--- src/rtl/varredura_teclado_if.sv ---
// Scan/handshake bundle between the keypad scanner, the keypad matrix and the key consumer.
// The master side is the scanner; the slave side is its environment.
interface varredura_teclado_if;
  logic       enable_i;
  logic       linha_i;
  logic       ack_i;
  logic [3:0] entrada_o;
  logic [3:0] tecla_o;
  logic       valida_o;

  modport master (input enable_i, linha_i, ack_i, output entrada_o, tecla_o, valida_o);
  modport slave  (output enable_i, linha_i, ack_i, input entrada_o, tecla_o, valida_o);
endinterface

--- src/rtl/varredura_teclado.sv ---
// Keypad scan sequencer: walks the decoder index, debounces the shared return line
// and reports the pressed key code through a valid/ack handshake.
module varredura_teclado #(
  parameter int DIV      = 4,
  parameter int DEBOUNCE = 3
) (
  input  logic                clk,
  input  logic                rst_n,
  varredura_teclado_if.master bus
);
  localparam int            PW         = (DIV > 1) ? $clog2(DIV) : 1;
  localparam logic [PW-1:0] PRESC_LAST = PW'(DIV - 1);
  localparam logic [3:0]    DEB        = 4'(DEBOUNCE);

  typedef enum logic [1:0] {SCAN, CONFIRM, HOLD, RELEASE} state_t;

  state_t        state_q, state_d;
  logic [PW-1:0] presc_q, presc_d;
  logic [1:0]    sync_q;
  logic [3:0]    entrada_q, entrada_d;
  logic [3:0]    tecla_q, tecla_d;
  logic [3:0]    cnt_q, cnt_d;
  logic [3:0]    rel_q, rel_d;
  logic          valida_q, valida_d;
  logic          tick;
  logic          s;

  assign tick = bus.enable_i && (presc_q == PRESC_LAST);
  assign s    = sync_q[1];

  always_ff @(posedge clk or negedge rst_n) begin
    if (!rst_n) begin
      state_q   <= SCAN;
      presc_q   <= '0;
      sync_q    <= '0;
      entrada_q <= '0;
      tecla_q   <= '0;
      cnt_q     <= '0;
      rel_q     <= '0;
      valida_q  <= 1'b0;
    end else begin
      state_q   <= state_d;
      presc_q   <= presc_d;
      sync_q    <= {sync_q[0], bus.linha_i};
      entrada_q <= entrada_d;
      tecla_q   <= tecla_d;
      cnt_q     <= cnt_d;
      rel_q     <= rel_d;
      valida_q  <= valida_d;
    end
  end

  // The candidate key is the frozen scan index, so no separate candidate register is kept.
  always_comb begin
    state_d   = state_q;
    presc_d   = presc_q;
    entrada_d = entrada_q;
    tecla_d   = tecla_q;
    cnt_d     = cnt_q;
    rel_d     = rel_q;
    valida_d  = valida_q;

    if (bus.enable_i) begin
      presc_d = tick ? '0 : presc_q + PW'(1);
    end

    unique case (state_q)
      SCAN: begin
        if (tick) begin
          if (s) begin
            cnt_d = 4'd1;
            if (DEB == 4'd1) begin
              tecla_d  = entrada_q;
              valida_d = 1'b1;
              state_d  = HOLD;
            end else begin
              state_d = CONFIRM;
            end
          end else begin
            entrada_d = entrada_q + 4'd1;
          end
        end
      end
      CONFIRM: begin
        if (tick) begin
          if (s) begin
            cnt_d = cnt_q + 4'd1;
            if (cnt_q + 4'd1 == DEB) begin
              tecla_d  = entrada_q;
              valida_d = 1'b1;
              state_d  = HOLD;
            end
          end else begin
            entrada_d = entrada_q + 4'd1;
            state_d   = SCAN;
          end
        end
      end
      // Release debouncing only starts once the consumer has taken the code.
      HOLD: begin
        if (bus.ack_i) begin
          valida_d = 1'b0;
          rel_d    = '0;
          state_d  = RELEASE;
        end
      end
      RELEASE: begin
        if (tick) begin
          if (!s) begin
            rel_d = rel_q + 4'd1;
            if (rel_q + 4'd1 == DEB) begin
              entrada_d = entrada_q + 4'd1;
              state_d   = SCAN;
            end
          end else begin
            rel_d = '0;
          end
        end
      end
      default: state_d = SCAN;
    endcase
  end

  assign bus.entrada_o = entrada_q;
  assign bus.tecla_o   = tecla_q;
  assign bus.valida_o  = valida_q;
endmodule

--- src/flat_wrapper.sv ---
// flat-port wrapper written by rule: the top's interface ports become plain ports
module varredura_teclado_flat 
#(
  parameter int DIV      = 4,
  parameter int DEBOUNCE = 3
)
  (clk, rst_n, bus_enable_i, bus_linha_i, bus_ack_i, bus_entrada_o, bus_tecla_o, bus_valida_o);
  varredura_teclado_if bus_i ();
  input  logic clk;
  input  logic rst_n;
  input wire logic [$bits(bus_i.enable_i)-1:0] bus_enable_i;
  input wire logic [$bits(bus_i.linha_i)-1:0] bus_linha_i;
  input wire logic [$bits(bus_i.ack_i)-1:0] bus_ack_i;
  output wire logic [$bits(bus_i.entrada_o)-1:0] bus_entrada_o;
  output wire logic [$bits(bus_i.tecla_o)-1:0] bus_tecla_o;
  output wire logic [$bits(bus_i.valida_o)-1:0] bus_valida_o;
  assign bus_i.enable_i = bus_enable_i;
  assign bus_i.linha_i = bus_linha_i;
  assign bus_i.ack_i = bus_ack_i;
  assign bus_entrada_o = bus_i.entrada_o;
  assign bus_tecla_o = bus_i.tecla_o;
  assign bus_valida_o = bus_i.valida_o;
  varredura_teclado #(.DIV(DIV), .DEBOUNCE(DEBOUNCE)) u_core (.clk(clk), .rst_n(rst_n), .bus(bus_i));
endmodule
--- config.mk ---
export PLATFORM = sky130hd
export DESIGN_NAME = varredura_teclado_flat
export DESIGN_NICKNAME = d
export VERILOG_FILES = /design/src/rtl/varredura_teclado_if.sv /design/src/rtl/varredura_teclado.sv /design/src/flat_wrapper.sv
export SDC_FILE = /design/constraint.sdc
export NUM_CORES = 1
export LEC_CHECK = 0
export ABC_AREA = 0
export BUFFER_PORTS_ARGS = -buffer_cell sky130_fd_sc_hd__buf_2
export CAP_MARGIN = 20
export CORE_ASPECT_RATIO = 0.9
export CORE_MARGIN = 1.5
export CORE_UTILIZATION = 56
export CTS_CLUSTER_DIAMETER = 150
export CTS_CLUSTER_SIZE = 16
export DETAILED_ROUTE_END_ITERATION = 7
export GPL_TIMING_DRIVEN = 1
export PLACE_DENSITY = 0.8
export SYNTH_ARGS = -nofsm -noshare
export SYNTH_HDL_FRONTEND = slang
export SYNTH_SLANG_ARGS = --single-unit
--- constraint.sdc ---
create_clock -name clk -period 2.15 [get_ports clk]
set_clock_uncertainty 0.2 [all_clocks]
set_input_delay 0 -clock clk [delete_from_list [all_inputs] [get_ports clk]]
set_output_delay 0 -clock clk [all_outputs]
set_load 0.01 [all_outputs]
## Word-level counts from Yosys, hierarchy flattened

Index checks and enable logic that the tools add are counted.

| storage, ports and cells | value |
|---|---|
| register bits after elaboration | 23 |
| bits of input ports | 5 |
| output and inout port bits | 9 |

| cells by class | value |
|---|---|
| add/sub/neg operators | 4 |
| equal/unequal tests | 18 |
| muxes and demuxes | 31 |
| reductions and logical operators | 13 |

Operator list:

| operator | count |
|---|---|
| $mux W4 | 12 |
| $pmux W4 S2 | 3 |
| $mux W2 | 10 |
| $ne A2 B1 Y1 const B | 8 |
| $add A4 B1 Y4 const B | 3 |
| $reduce_and A5 Y1 | 2 |
| $eq A4 B2 Y1 const B | 2 |
| $pmux W2 S4 | 1 |
| $reduce_and A8 Y1 | 1 |
| $reduce_bool A2 Y1 | 4 |
| $eq A2 B2 Y1 const B | 3 |
| $ne A2 B2 Y1 const B | 3 |
| $reduce_and A6 Y1 | 1 |
| $mux W1 | 4 |
| $reduce_and A4 Y1 | 1 |
| $ne A3 B3 Y1 const B | 1 |
| $reduce_and A3 Y1 | 1 |
| $add A2 B1 Y2 const B | 1 |
| $eq A2 B1 Y1 const B | 1 |
| $logic_not A2 Y1 | 1 |
| $pmux W1 S2 | 1 |
| $reduce_or A2 Y1 | 1 |
| $logic_and A1 B1 Y1 | 1 |

## Longest topological paths before layout

| logic depth | value |
|---|---|
| word-level depth | 6 |
| gate-level depth with buffers | 6 |
| mapped depth without buffers | 6 |

## Least setup slack after synthesis

Ideal clock, no wire load.

| path | value |
|---|---|
| kind | reg-to-reg |
| from | reg u_core.rel_q[1] |
| to | reg u_core.state_q[0] |
| setup time | 131 ps |
| data arrival time | 1484 ps |
| required time | 1819 ps |
| slack | 334 ps |
| stages on the path, launching flop included | 6 |
| path buffers | 0 |
| clock period less this slack | 1816 ps |
| path through | dfrtp_1 ha_1 nor3_1 a21o_1 nor2_1 or3_1 |

| on the way | value |
|---|---|
| cells in the longest elaborated chain, start to end | 4 |

Ends and longest elaborated chain:

| item | RTL line | source |
|---|---|---|
| start, declared | varredura_teclado.sv:23 | `logic [3:0] rel_q, rel_d;` |
| start signal, assigned | varredura_teclado.sv:48 | `rel_q <= rel_d;` |
| $add A4 B1 Y4 | varredura_teclado.sv:111 | `if (rel_q + 4'd1 == DEB) begin` |
| $eq A4 B2 Y1 | varredura_teclado.sv:111 |  |
| $ne A2 B1 Y1 (no line) | n/a |  |
| $reduce_and A8 Y1 (no line) | n/a |  |
| end signal, assigned | varredura_teclado.sv:42 | `state_q <= state_d;` |
| end, declared | varredura_teclado.sv:17 | `state_t state_q, state_d;` |

No other way between the ends.
A chain may end at the register's enable or synchronous reset.

## Worst setup path after layout

Ends and elaborated chain as after synthesis.

==> flow_summary.toml <==
[run_status]
outcome = "complete, but fails checks"
violations = "negative hold slack"

[routing]
drt_iter0_drc = 6
drc = 0
vias = 866
routedWlPerCell_um = 14.5
wl_um = 2200
postRouteAntennaNets = 0
drtPass1Iterations = 4
viasPerCell = 5.70

[setup_path]
critPathTopFamily = "simple AND/OR/NAND/NOR gates"
path_max_fanout = 6
critPathKind = "register to register"
cp-start-kind = "register"
critPathCaptureType = "register"
r2r-end = "u_core.state_q[0]"
timing.rr.start = "u_core.rel_q[1]"
timing.reg2reg.setup_slack_ns = 0.18
path_buf_inv = 0
reg2regPathDepth = 5
crit_path_max_incr_delay_ns = 0.47
slowest_stage = "dfrtp_1"
crit_chain = "ha_1 -> nor3_1 -> a21o_1 -> nor2_1 -> or3_1"
arrival_ns = 1.97
cp.required_ns = 2.14

[power_and_ir_drop]
fin_total_pwr_w = 0.00143
ir_drop_mv = 0.695
static-leakage-power_nw = 0.619
power_density_mw_per_mm2 = 1050

[yosys]
synth_edf_count = 0
netlist.top_cell.by_area = "dfrtp_1"
yosys-top-cells-count = "23 x dfrtp_1, 10 x nand2_1, 8 x mux2_2"
synthMuxAreaShare_pct = 8.75
synth_compound_area_share_pct = 15.4
synth.most_common_cell = "dfrtp_1"
syn_nets = 119
synthDistinctLibCells = 34
syn_avg_cell_area_um2 = 11.1
async_reset_ff_share_pct = 100
netlist.area_leader.share_pct = 47.9
ys_ff_latch = 23
yosysSeqAreaShare_pct = 47.9
synth_cells = 108
syn-cell-area_mm2 = 0.00120
synth_xor_area_share_pct = 2.92
synth_ff_type = "dfrtp_1"
synth.area.top_cells = "dfrtp_1 48%, mux2_2 7.5%, ha_1 6.3%"
ys_warn_count = 0
synth_top_family_by_area = "simple AND/OR/NAND/NOR gates"
yosys.area_share.adder_pct = 6.25
synth-simple-area-share_pct = 17.3

[grt]
grt_pass1_wl_um = 3860
grt_util_met3_pct = 3.82
grt.met1_usage_pct = 28.9
grt_pass1_vias = 868
grt_overflow = 0
grt.total_usage_pct = 21.7
antenna_found_initial = 0
met2_usage_pct = 37.5
grt_max_degree = 24
busiest_layer = "met2"

[finish]
area_growth_pct = 12.7
final_area_mm2 = 0.00135
nets = 139
drive_above_1_share_pct = 27.6
diodes = 0

[floorplan]
initial_core_util_pct = 61.0
num_io_pins = 14
die_h_um = 46.9
die_x_um = 51.8
coreArea_mm2 = 0.00197
num_rows = 15
design.die.area_mm2 = 0.00243

[clock_tree]
clockRootBuffer = "clkbuf_4"
post_cts_resized = 0
h-tree-depth = 1
cts.sinks = 23
clkLatencyLatePin_ns = 0.30
clk_pin_slew_ns = 0.12
cts_tree = "yes"
cts_buffers = 3
clock_tree.buffer_depth = 2

[sta]
slew_headroom_pct = 66.1
hold_ws_ns = -0.0146
maxSlewViolCount = 0
finalCritPeriodShare_pct = 91.8
rsz0062_at_grt = "no"
hold_viol_final = 23
fin_setup_tns_ns = 0
setup_viol = 0
max_freq_ghz = 0.507
worst_pin_slew_ns = 0.508
post-route-min-period_ns = 1.97

[min_path]
hold_class = "input pin to asynchronous set/reset pin"

[flow_run]
cap_violations = 0

[place]
io_buffers = 13
dp.final_hpwl_um = 1610
placed_area_mm2 = 0.00129
finalWeightedCongestion = 0.760
-- per-layer routing --
metal / vias up / part of all wire (%)
met4: 0 / 1.2
met5: - / 0
met3: 8 / 3.4
met2: 24 / 48
met1: 407 / 48
li1: 427 / -
-- worst max-delay path by stage --
stage / startpoint / to / slack, ns / depth (start not counted)
2_1_floorplan: u_core.rel_q[1] / u_core.state_q[0] / 0.33 / 5
3_3_place_gp: u_core.rel_q[1] / u_core.state_q[0] / 0.28 / 5
3_5_place_dp: u_core.rel_q[1] / u_core.state_q[0] / 0.20 / 5
4_1_cts: u_core.rel_q[1] / u_core.state_q[0] / 0.19 / 5
5_1_grt: u_core.rel_q[1] / u_core.state_q[0] / 0.08 / 5
6_report: u_core.rel_q[1] / u_core.state_q[0] / 0.18 / 5
-- area by class of cell --
type	instances	area [um2]
fillers	161	617
multi-input cells	81	608
flip-flops and latches	23	576
repair buffers	17	105
well taps	25	31.3
clock buffers	4	26.3
inverters	2	7.51
-- state kept, by name, indices dropped and copies added (netlist names), named ones only --
| register | cells |
|---|---|
| u_core.bus.entrada_o | 4 |
| u_core.bus.tecla_o | 4 |
| u_core.bus.valida_o | 1 |
| u_core.cnt_q | 4 |
| u_core.presc_q | 2 |
| u_core.rel_q | 4 |
| u_core.state_q | 1 |
| u_core.sync_q | 2 |
-- logic make-up after synthesis --
group | count (synthesis)
AOI/OAI and AO/OA | 26
xor gates and xnor gates | 4
adders and majority gates | 6
buffers and inverters | 4
DFF | 23
muxes | 9
and+or+nand+nor | 36
-- layout by cell type, fill, tap and decap left out --
cell type,netlist,layout
dlygate4sd3_1,0,4
nand4b_1,1,1
clkbuf_4,0,3
and3_1,1,1
buf_2,1,13
ha_1,6,6
and3b_4,1,1
nand3b_1,2,2
o31ai_1,1,1
inv_1,2,2
nand3_1,4,4
o21ai_0,6,6
nor3_1,3,3
a21oi_1,5,5
a22o_1,2,2
a211oi_1,2,2
nor2_2,1,1
a21o_1,1,1
o21ai_2,1,1
nand3_2,1,1
nor3_4,1,1
dfrtp_1,23,23
a41o_1,1,1
nor3_2,1,1
clkbuf_1,0,1
nand2b_1,3,3
mux2_2,8,8
nor2_1,5,5
a21bo_2,3,3
or3_1,1,1
mux2_4,1,1
nand2_1,10,10
xnor2_1,4,4
o211ai_1,3,3
a21boi_2,1,1
nor2b_1,1,1
-- power by group --
group	total, W	switching, W	internal, W	leakage, nW
registers	0.000725	0.000167	0.000558	0.287
logic	0.000509	0.000240	0.000268	0.317
clock network	0.000193	0.000121	0.0000722	0.0150
-- what timing repair did --
action                                 4_1_cts  5_1_grt
buffers inserted                             0        0
setup endpoints to repair                    0        0
endpoints found under the hold margin       30        0
hold buffers                                 4        0
-- stage by stage --
step                      worst slack, ns  instances  utilization, %
after floorplan                     0.334        108               -
after global placement              0.282        144            65.3
after detailed placement            0.197        144            65.3
after CTS                           0.189        152            68.7
after global routing               0.0790        152            68.7
final                               0.176        152            68.7
Power figures use the tool's default switching activity.
